[src/rtl/mem_port_arbiter_pkg.sv]
// mem_arb_pkg: shared definitions for the unified-memory port arbiter.
//   owner_e   : tag of the read source whose data returns next cycle
//   byte2word : byte address -> word address (drops the two byte-lane bits)
package mem_arb_pkg;

    typedef enum logic [1:0] {
        OWN_NONE  = 2'd0,
        OWN_IF    = 2'd1,
        OWN_DM_RD = 2'd2,
        OWN_DBG   = 2'd3
    } owner_e;

    function automatic logic [29:0] byte2word(input logic [31:0] byte_addr);
        return byte_addr[31:2];
    endfunction

endpackage

[src/rtl/mem_port_arbiter_if.sv]
// mem_port_arbiter_if: all requester, debug and memory-macro signals of the
// arbiter.
//   slave  : arbiter side (requests and mem_rdata in; grants, returns, mem_* out)
//   master : environment side (pipeline, display, memory macro)
interface mem_port_arbiter_if #(
    parameter int unsigned AW = 10
);
    logic          if_req;
    logic [31:0]   if_addr;
    logic          if_gnt;
    logic          if_rvalid;
    logic [31:0]   if_rdata;
    logic          dm_req;
    logic          dm_we;
    logic [31:0]   dm_addr;
    logic [31:0]   dm_wdata;
    logic          dm_gnt;
    logic          dm_rvalid;
    logic [31:0]   dm_rdata;
    logic [7:0]    addr_sel;
    logic [31:0]   dbg_data;
    logic          dbg_fresh;
    logic          stall_if;
    logic          mem_en;
    logic          mem_we;
    logic [AW-1:0] mem_addr;
    logic [31:0]   mem_wdata;
    logic [31:0]   mem_rdata;

    modport slave (
        input  if_req, if_addr, dm_req, dm_we, dm_addr, dm_wdata, addr_sel, mem_rdata,
        output if_gnt, if_rvalid, if_rdata, dm_gnt, dm_rvalid, dm_rdata,
               dbg_data, dbg_fresh, stall_if, mem_en, mem_we, mem_addr, mem_wdata
    );

    modport master (
        output if_req, if_addr, dm_req, dm_we, dm_addr, dm_wdata, addr_sel, mem_rdata,
        input  if_gnt, if_rvalid, if_rdata, dm_gnt, dm_rvalid, dm_rdata,
               dbg_data, dbg_fresh, stall_if, mem_en, mem_we, mem_addr, mem_wdata
    );

endinterface

[src/rtl/mem_port_arbiter_dbg_refresh_timer.sv]
// dbg_refresh_timer: decides when the display readout needs a fresh memory read.
//   clk, rst_n   : clock, async active-low reset
//   addr_sel     : debug word address; any change requests a read
//   dbg_gnt      : debug read granted this cycle
//   dbg_pending  : a debug read is outstanding
//   dbg_force    : outstanding read has waited DBG_MAX_WAIT cycles
module dbg_refresh_timer #(
    parameter int unsigned DBG_PERIOD   = 64,
    parameter int unsigned DBG_MAX_WAIT = 8
) (
    input  logic       clk,
    input  logic       rst_n,
    input  logic [7:0] addr_sel,
    input  logic       dbg_gnt,
    output logic       dbg_pending,
    output logic       dbg_force
);

    localparam int unsigned PW   = (DBG_PERIOD > 1) ? $clog2(DBG_PERIOD) : 1;
    localparam int unsigned AGEW = $clog2(DBG_MAX_WAIT + 1);
    localparam logic [PW-1:0]   PER_LAST = PW'(DBG_PERIOD - 1);
    localparam logic [AGEW-1:0] AGE_MAX  = AGEW'(DBG_MAX_WAIT);

    logic [PW-1:0]   r_period;
    logic [7:0]      r_sel;
    logic            r_pending;
    logic [AGEW-1:0] r_age;
    logic            w_period_hit;
    logic            w_sel_chg;

    assign w_period_hit = (r_period == PER_LAST);
    assign w_sel_chg    = (addr_sel != r_sel);

    always_ff @(posedge clk or negedge rst_n) begin
        if (!rst_n) begin
            r_period  <= '0;
            r_sel     <= '0;
            r_pending <= 1'b1;
            r_age     <= '0;
        end else begin
            r_period <= w_period_hit ? '0 : r_period + PW'(1);
            r_sel    <= addr_sel;
            // a new refresh reason arriving in the grant cycle wins over the clear
            r_pending <= w_period_hit | w_sel_chg | (r_pending & ~dbg_gnt);
            if (dbg_gnt)
                r_age <= '0;
            else if (r_pending && (r_age != AGE_MAX))
                r_age <= r_age + AGEW'(1);
        end
    end

    assign dbg_pending = r_pending;
    assign dbg_force   = r_pending && (r_age == AGE_MAX);

endmodule

[src/rtl/mem_port_arbiter.sv]
// mem_port_arbiter: shares one single-port synchronous memory between data
// access, instruction fetch and the display debug readout.
//   clk, rst_n : clock, async active-low reset
//   bus        : mem_port_arbiter_if.slave (requests, grants, read returns,
//                debug readout, fetch stall, memory-macro port)
// Grants are combinational in the request cycle; read data returns the next
// cycle, steered by a registered owner tag.
module mem_port_arbiter
    import mem_arb_pkg::*;
#(
    parameter int unsigned AW           = 10,
    parameter int unsigned DBG_PERIOD   = 64,
    parameter int unsigned DBG_MAX_WAIT = 8
) (
    input  logic                clk,
    input  logic                rst_n,
    mem_port_arbiter_if.slave   bus
);

    logic        w_pending;
    logic        w_force;
    logic        w_dbg_gnt;
    logic        w_dm_gnt;
    logic        w_if_gnt;
    logic [29:0] w_if_word;
    logic [29:0] w_dm_word;
    logic        w_unused_addr_bits;
    owner_e      w_owner_nxt;
    owner_e      r_owner;
    logic [31:0] r_dbg_data;

    dbg_refresh_timer #(
        .DBG_PERIOD   (DBG_PERIOD),
        .DBG_MAX_WAIT (DBG_MAX_WAIT)
    ) u_dbg_refresh_timer (
        .clk         (clk),
        .rst_n       (rst_n),
        .addr_sel    (bus.addr_sel),
        .dbg_gnt     (w_dbg_gnt),
        .dbg_pending (w_pending),
        .dbg_force   (w_force)
    );

    assign w_if_word          = byte2word(bus.if_addr);
    assign w_dm_word          = byte2word(bus.dm_addr);
    assign w_unused_addr_bits = ^{w_if_word[29:AW], w_dm_word[29:AW]};

    // Priority: forced debug > data > fetch > debug. Grants are held off
    // while in reset so every output reads 0.
    assign w_dbg_gnt = rst_n & (w_force | (w_pending & ~bus.dm_req & ~bus.if_req));
    assign w_dm_gnt  = rst_n & ~w_force & bus.dm_req;
    assign w_if_gnt  = rst_n & ~w_force & ~bus.dm_req & bus.if_req;

    always_comb begin
        bus.mem_en    = 1'b0;
        bus.mem_we    = 1'b0;
        bus.mem_addr  = '0;
        bus.mem_wdata = '0;
        w_owner_nxt   = OWN_NONE;
        if (w_dbg_gnt) begin
            bus.mem_en   = 1'b1;
            bus.mem_addr = AW'(bus.addr_sel);
            w_owner_nxt  = OWN_DBG;
        end else if (w_dm_gnt) begin
            bus.mem_en    = 1'b1;
            bus.mem_we    = bus.dm_we;
            bus.mem_addr  = w_dm_word[AW-1:0];
            bus.mem_wdata = bus.dm_wdata;
            w_owner_nxt   = bus.dm_we ? OWN_NONE : OWN_DM_RD;
        end else if (w_if_gnt) begin
            bus.mem_en   = 1'b1;
            bus.mem_addr = w_if_word[AW-1:0];
            w_owner_nxt  = OWN_IF;
        end
    end

    always_ff @(posedge clk or negedge rst_n) begin
        if (!rst_n) begin
            r_owner    <= OWN_NONE;
            r_dbg_data <= '0;
        end else begin
            r_owner <= w_owner_nxt;
            if (r_owner == OWN_DBG)
                r_dbg_data <= bus.mem_rdata;
        end
    end

    assign bus.if_gnt    = w_if_gnt;
    assign bus.dm_gnt    = w_dm_gnt;
    assign bus.stall_if  = bus.if_req & ~w_if_gnt & rst_n;
    assign bus.if_rvalid = (r_owner == OWN_IF);
    assign bus.dm_rvalid = (r_owner == OWN_DM_RD);
    assign bus.dbg_fresh = (r_owner == OWN_DBG);
    assign bus.if_rdata  = bus.mem_rdata;
    assign bus.dm_rdata  = bus.mem_rdata;
    // new debug value is visible in its fresh cycle, then held in r_dbg_data
    assign bus.dbg_data  = bus.dbg_fresh ? bus.mem_rdata : r_dbg_data;

endmodule

[src/flat_wrapper.sv]
// flat-port wrapper written by rule: the top's interface ports become plain ports
module mem_port_arbiter_flat import mem_arb_pkg::*;
#(
    parameter int unsigned AW           = 10,
    parameter int unsigned DBG_PERIOD   = 64,
    parameter int unsigned DBG_MAX_WAIT = 8
)
  (clk, rst_n, bus_if_req, bus_if_addr, bus_dm_req, bus_dm_we, bus_dm_addr, bus_dm_wdata, bus_addr_sel, bus_mem_rdata, bus_if_gnt, bus_if_rvalid, bus_if_rdata, bus_dm_gnt, bus_dm_rvalid, bus_dm_rdata, bus_dbg_data, bus_dbg_fresh, bus_stall_if, bus_mem_en, bus_mem_we, bus_mem_addr, bus_mem_wdata);
  mem_port_arbiter_if #(.AW(AW)) bus_i ();
  input  logic clk;
  input  logic rst_n;
  input wire logic [$bits(bus_i.if_req)-1:0] bus_if_req;
  input wire logic [$bits(bus_i.if_addr)-1:0] bus_if_addr;
  input wire logic [$bits(bus_i.dm_req)-1:0] bus_dm_req;
  input wire logic [$bits(bus_i.dm_we)-1:0] bus_dm_we;
  input wire logic [$bits(bus_i.dm_addr)-1:0] bus_dm_addr;
  input wire logic [$bits(bus_i.dm_wdata)-1:0] bus_dm_wdata;
  input wire logic [$bits(bus_i.addr_sel)-1:0] bus_addr_sel;
  input wire logic [$bits(bus_i.mem_rdata)-1:0] bus_mem_rdata;
  output wire logic [$bits(bus_i.if_gnt)-1:0] bus_if_gnt;
  output wire logic [$bits(bus_i.if_rvalid)-1:0] bus_if_rvalid;
  output wire logic [$bits(bus_i.if_rdata)-1:0] bus_if_rdata;
  output wire logic [$bits(bus_i.dm_gnt)-1:0] bus_dm_gnt;
  output wire logic [$bits(bus_i.dm_rvalid)-1:0] bus_dm_rvalid;
  output wire logic [$bits(bus_i.dm_rdata)-1:0] bus_dm_rdata;
  output wire logic [$bits(bus_i.dbg_data)-1:0] bus_dbg_data;
  output wire logic [$bits(bus_i.dbg_fresh)-1:0] bus_dbg_fresh;
  output wire logic [$bits(bus_i.stall_if)-1:0] bus_stall_if;
  output wire logic [$bits(bus_i.mem_en)-1:0] bus_mem_en;
  output wire logic [$bits(bus_i.mem_we)-1:0] bus_mem_we;
  output wire logic [$bits(bus_i.mem_addr)-1:0] bus_mem_addr;
  output wire logic [$bits(bus_i.mem_wdata)-1:0] bus_mem_wdata;
  assign bus_i.if_req = bus_if_req;
  assign bus_i.if_addr = bus_if_addr;
  assign bus_i.dm_req = bus_dm_req;
  assign bus_i.dm_we = bus_dm_we;
  assign bus_i.dm_addr = bus_dm_addr;
  assign bus_i.dm_wdata = bus_dm_wdata;
  assign bus_i.addr_sel = bus_addr_sel;
  assign bus_i.mem_rdata = bus_mem_rdata;
  assign bus_if_gnt = bus_i.if_gnt;
  assign bus_if_rvalid = bus_i.if_rvalid;
  assign bus_if_rdata = bus_i.if_rdata;
  assign bus_dm_gnt = bus_i.dm_gnt;
  assign bus_dm_rvalid = bus_i.dm_rvalid;
  assign bus_dm_rdata = bus_i.dm_rdata;
  assign bus_dbg_data = bus_i.dbg_data;
  assign bus_dbg_fresh = bus_i.dbg_fresh;
  assign bus_stall_if = bus_i.stall_if;
  assign bus_mem_en = bus_i.mem_en;
  assign bus_mem_we = bus_i.mem_we;
  assign bus_mem_addr = bus_i.mem_addr;
  assign bus_mem_wdata = bus_i.mem_wdata;
  mem_port_arbiter #(.AW(AW), .DBG_PERIOD(DBG_PERIOD), .DBG_MAX_WAIT(DBG_MAX_WAIT)) u_core (.clk(clk), .rst_n(rst_n), .bus(bus_i));
endmodule
[config.mk]
export PLATFORM = sky130hd
export DESIGN_NAME = mem_port_arbiter_flat
export DESIGN_NICKNAME = d
export VERILOG_FILES = /design/src/rtl/mem_port_arbiter_pkg.sv /design/src/rtl/mem_port_arbiter_if.sv /design/src/rtl/mem_port_arbiter_dbg_refresh_timer.sv /design/src/rtl/mem_port_arbiter.sv /design/src/flat_wrapper.sv
export SDC_FILE = /design/constraint.sdc
export NUM_CORES = 1
export LEC_CHECK = 0
export BUFFER_PORTS_ARGS = -buffer_cell sky130_fd_sc_hd__clkbuf_2
export CORE_AREA = 2 2 111 113
export CTS_BUF_LIST = sky130_fd_sc_hd__clkbuf_4 sky130_fd_sc_hd__clkbuf_8
export CTS_CLUSTER_DIAMETER = 120
export CTS_CLUSTER_SIZE = 16
export DETAILED_ROUTE_END_ITERATION = 7
export DIE_AREA = 0 0 113 115
export PLACE_DENSITY = 0.71
export SETUP_SLACK_MARGIN = 0.4
export SYNTH_ARGS = -nofsm -noshare
export SYNTH_HDL_FRONTEND = slang
export SYNTH_SLANG_ARGS = --single-unit
[constraint.sdc]
create_clock -name clk -period 1.77 [get_ports clk]
set_clock_uncertainty 0.05 [all_clocks]
set_input_delay 0.0885 -clock clk [delete_from_list [all_inputs] [get_ports clk]]
set_output_delay 0.0885 -clock clk [all_outputs]
set_load 0.005 [all_outputs]
==> flow_summary_export.csv <==
group,metric,value,unit
run_status,status,"finished with violations",
run_status,violations,"DRC, setup timing",
floorplan,dieArea,13000,sq um
sta,rsz0062_at_grt,"true",
clock_tree,cts_buffers,5,
clock_tree,clkSlewWorstSetupHoldPaths,0.09,ns
finish,multiInputGateArea,1460,sq um
floorplan,start_util,0.261,
sta,worst_pin_slew,0.598,ns
detailed_routing,ant_nets,0,
sta,max_freq,537,MHz
pwr,share_seq_of_total_power,0.319,
setup_path,worst_ep_arrival_time,1.72,ns
pwr,ir_drop,0.327,mV
global_route,grt_pass1_wl,14000,microns
synth,yosys.area_share.simple,0.142,
floorplan,ioPinCount,287,
placed_design,post-place-ws,0.0534,ns
worst_hold_path,hold_class,"input pin to register",
finish,nets,676,
detailed_routing,wl,10300,microns
finish,seqCellArea,1330,sq um
clock_tree,cts_root_buffer,"clkbuf_8",
finish,drive_gt1_frac,0.696,
pwr,power_frac_comb,0.549,
setup_path,worstSetupStartpointType,"register",
synth,synth_compound_area_frac,0.0779,
sta,hold_violations,0,
pwr,power.leakage,2.91,nW
global_route,overflow,0,
global_route,antenna_found_initial,0,
synth,synth_edf_count,0,
setup_path,required,1.63,ns
placed_design,io_buffers,242,
detailed_routing,drtIter0Drc,169,
synth,synth-xor-area-share,0.0312,
placed_design,placed_area,4090,sq um
global_route,grt_max_degree,48,
synth,ys_ff_latch,53,
pwr,swShare,0.295,
floorplan,rows,40,
sta,finalMaxSlewViolations,0,
sta,relSlewSlack,0.602,
sta,setup_viol,41,
finish,diodes,0,
placed_design,globalplace.congestion,0.752,
synth,syn_area_per_cell,10.7,sq um
synth,async_flop_share,1.00,
finish,final_area,5450,sq um
finish,fillers,1038,
synth,synthesis.area,3080,sq um
setup_path,worstSetupEndpointType,"primary output",
placed_design,hpwl,6430,microns
detailed_routing,drtPass1Iterations,6,
clock_tree,clkLatencyLatePin,0.31,ns
synth,ys.flop_type,"dfrtp_1",
synth,ys_seq_area_frac,0.430,
clock_tree,cts_tree,"yes",
synth,synthMuxAreaShare,0.123,
synth,synth_cell_type_count,39,
synth,synth_top_family_by_area,"buffers and inverters",
setup_path,cp_max_fo,4,
finish,area_delta_synth_final,76.7,%
synth,synth_fa_ha_area_frac,0.0122,
sta,fin_ws,-0.0910,ns
synth,yosysWarnings,0,
pwr,p_per_area,1040,nW/um^2
finish,fin_util,0.461,
sta,finalCritPeriodShare,1.05,
detailed_routing,via_count,2996,
global_route,grt_pass1_vias,2747,
pwr,p_clk_frac,0.132,
floorplan,die_h,115,microns
clock_tree,cts_buffer_depth,2,
run,cap_violations,0,
detailed_routing,post-route-drc-count,20,
global_route,grt.total_usage,0.134,
finish,final_cell_mix,"clkbuf_2, buf_6, dfrtp_1",
clock_tree,htree_levels,2,
floorplan,core-area,11800,sq um
pwr,p_sw,0.00167,W
synth,synthCells,288,
detailed_routing,post_drt_wl_per_cell,15.1,microns
sta,period_minus_slack,1.86,ns
detailed_routing,vias_per_cell,4.41,
floorplan,fp.dieW,113,microns
clock_tree,cts.sinks,53,
synth,syn-num-nets,432,
finish,final_common_cell,"clkbuf_2",
pwr,power.internal,0.00399,W
setup_path,crit_type,"register to primary output",
state kept, by name (all words and copies together) (netlist names):
name,cells
u_core.r_dbg_data,32
u_core.u_dbg_refresh_timer.r_sel,8
u_core.u_dbg_refresh_timer.r_period,6
u_core.u_dbg_refresh_timer.r_age,4
u_core.r_owner,2
u_core.u_dbg_refresh_timer.dbg_pending,1
synth_stat cells, types with 2 or more instances:
library cell  instances  share of area
o2bb2ai_1             9          0.026
and3_1                4         0.0081
nor2_1                5         0.0061
nand2_1               9          0.011
nor2b_1               6          0.012
a21oi_1               4         0.0065
clkbuf_1              3         0.0037
and2_1               33          0.067
mux2_1               21          0.077
dfrtp_1              52           0.42
buf_2                 9          0.015
mux2i_1               2         0.0065
xnor2_1               9          0.026
nand4_1               2         0.0041
ha_1                  3          0.012
o221ai_1              2         0.0057
xor2_1                2         0.0057
o21ai_0               2         0.0032
nand3_1               4         0.0065
a22oi_1               8          0.019
nand3b_1              2         0.0049
inv_1                 7         0.0085
buf_4                64           0.16
mux2_2               11          0.040
final timing paths:
| kind | slack [ns] | start | end | cells past startpoint |
|---|---|---|---|---|
| setup / recovery | -0.09 | u_core.u_dbg_refresh_timer.r_age[1]$_DFFE_PN0P_ | bus_mem_addr[4] | 7 |
| hold / removal | 0.02 | bus_dm_we | u_core.r_owner[1]$_DFF_PN0_ | 3 |
| setup reg to reg | 0.22 | u_core.u_dbg_refresh_timer.r_age[1]$_DFFE_PN0P_ | u_core.r_owner[1]$_DFF_PN0_ | 7 |
| hold reg to reg | 0.44 | u_core.u_dbg_refresh_timer.r_period[5]$_DFF_PN0_ | u_core.u_dbg_refresh_timer.r_period[5]$_DFF_PN0_ | 1 |
| max in group asynchronous | 0.78 | rst_n | u_core.r_dbg_data[18]$_DFF_PN0_ | 3 |
| min in group asynchronous | 0.38 | rst_n | u_core.u_dbg_refresh_timer.r_age[3]$_DFFE_PN0P_ | 3 |
layer usage:
metal  track usage  part of all wire  wire [microns]  up-vias
met4        0.0285            0.0066              68        0
met5             0                 0               0        -
met1         0.159              0.37            3850     1446
li1              -                 -               -     1407
met3        0.0200             0.065             674        6
met2         0.257              0.55            5700      137
final cells by class:
cell class,count,area share
Tap cell,147,0.0337
Clock inverter,1,0.00138
Timing Repair Buffer,313,0.430
Inverter,7,0.00666
Sequential cell,53,0.244
Clock buffer,7,0.0165
Multi-Input combinational cell,152,0.268
power groups by stage:
stage          clock network [W]  logic [W]  registers [W]
2_1_floorplan                  0   0.000963        0.00176
3_3_place_gp                   0    0.00162        0.00178
3_5_place_dp                   0    0.00170        0.00181
4_1_cts                 0.000786    0.00236        0.00179
5_1_grt                 0.000827    0.00330        0.00185
6_report                0.000746    0.00311        0.00181
logic make-up after synthesis:
| family | after synthesis |
|---|---|
| flops | 53 |
| fa+ha+maj | 3 |
| mux | 34 |
| buf+inv | 83 |
| compound gates | 32 |
| xor+xnor | 11 |
| simple gates | 72 |
per-stage QoR:
| stage | TNS, ns | hold WS, ns | total power (W) | instances |
|---|---|---|---|---|
| final | -2.64 | 0.0240 | 0.00566 | 680 |
| after global routing | -6.89 | 0.0100 | 0.00598 | 680 |
| after CTS | -2.42 | 0.000185 | 0.00494 | 663 |
| after detailed placement | 0 | 0.0742 | 0.00351 | 609 |
| after global placement | 0 | 0.0707 | 0.00340 | 609 |
| after floorplan | 0 | -0.257 | 0.00272 | 288 |
what timing repair did:
item                                   4_1_cts  5_1_grt
gates resized for setup                     75       79
gates cloned                                 5        3
pin swaps                                    9       13
hold buffers                                25        0
setup endpoints to repair                   87       91
endpoints found under the hold margin       75        0
buffers inserted                            16       14
worst max-delay path, stage by stage, from the launching register on:
cell,delay (ns)
dfrtp_1,0.40
inv_2,0.09
ha_4,0.15
and4b_1,0.22
o21a_1,0.17
buf_4,0.16
o2bb2ai_2,0.11
clkbuf_2,0.13
Power figures use the tool's default switching activity.
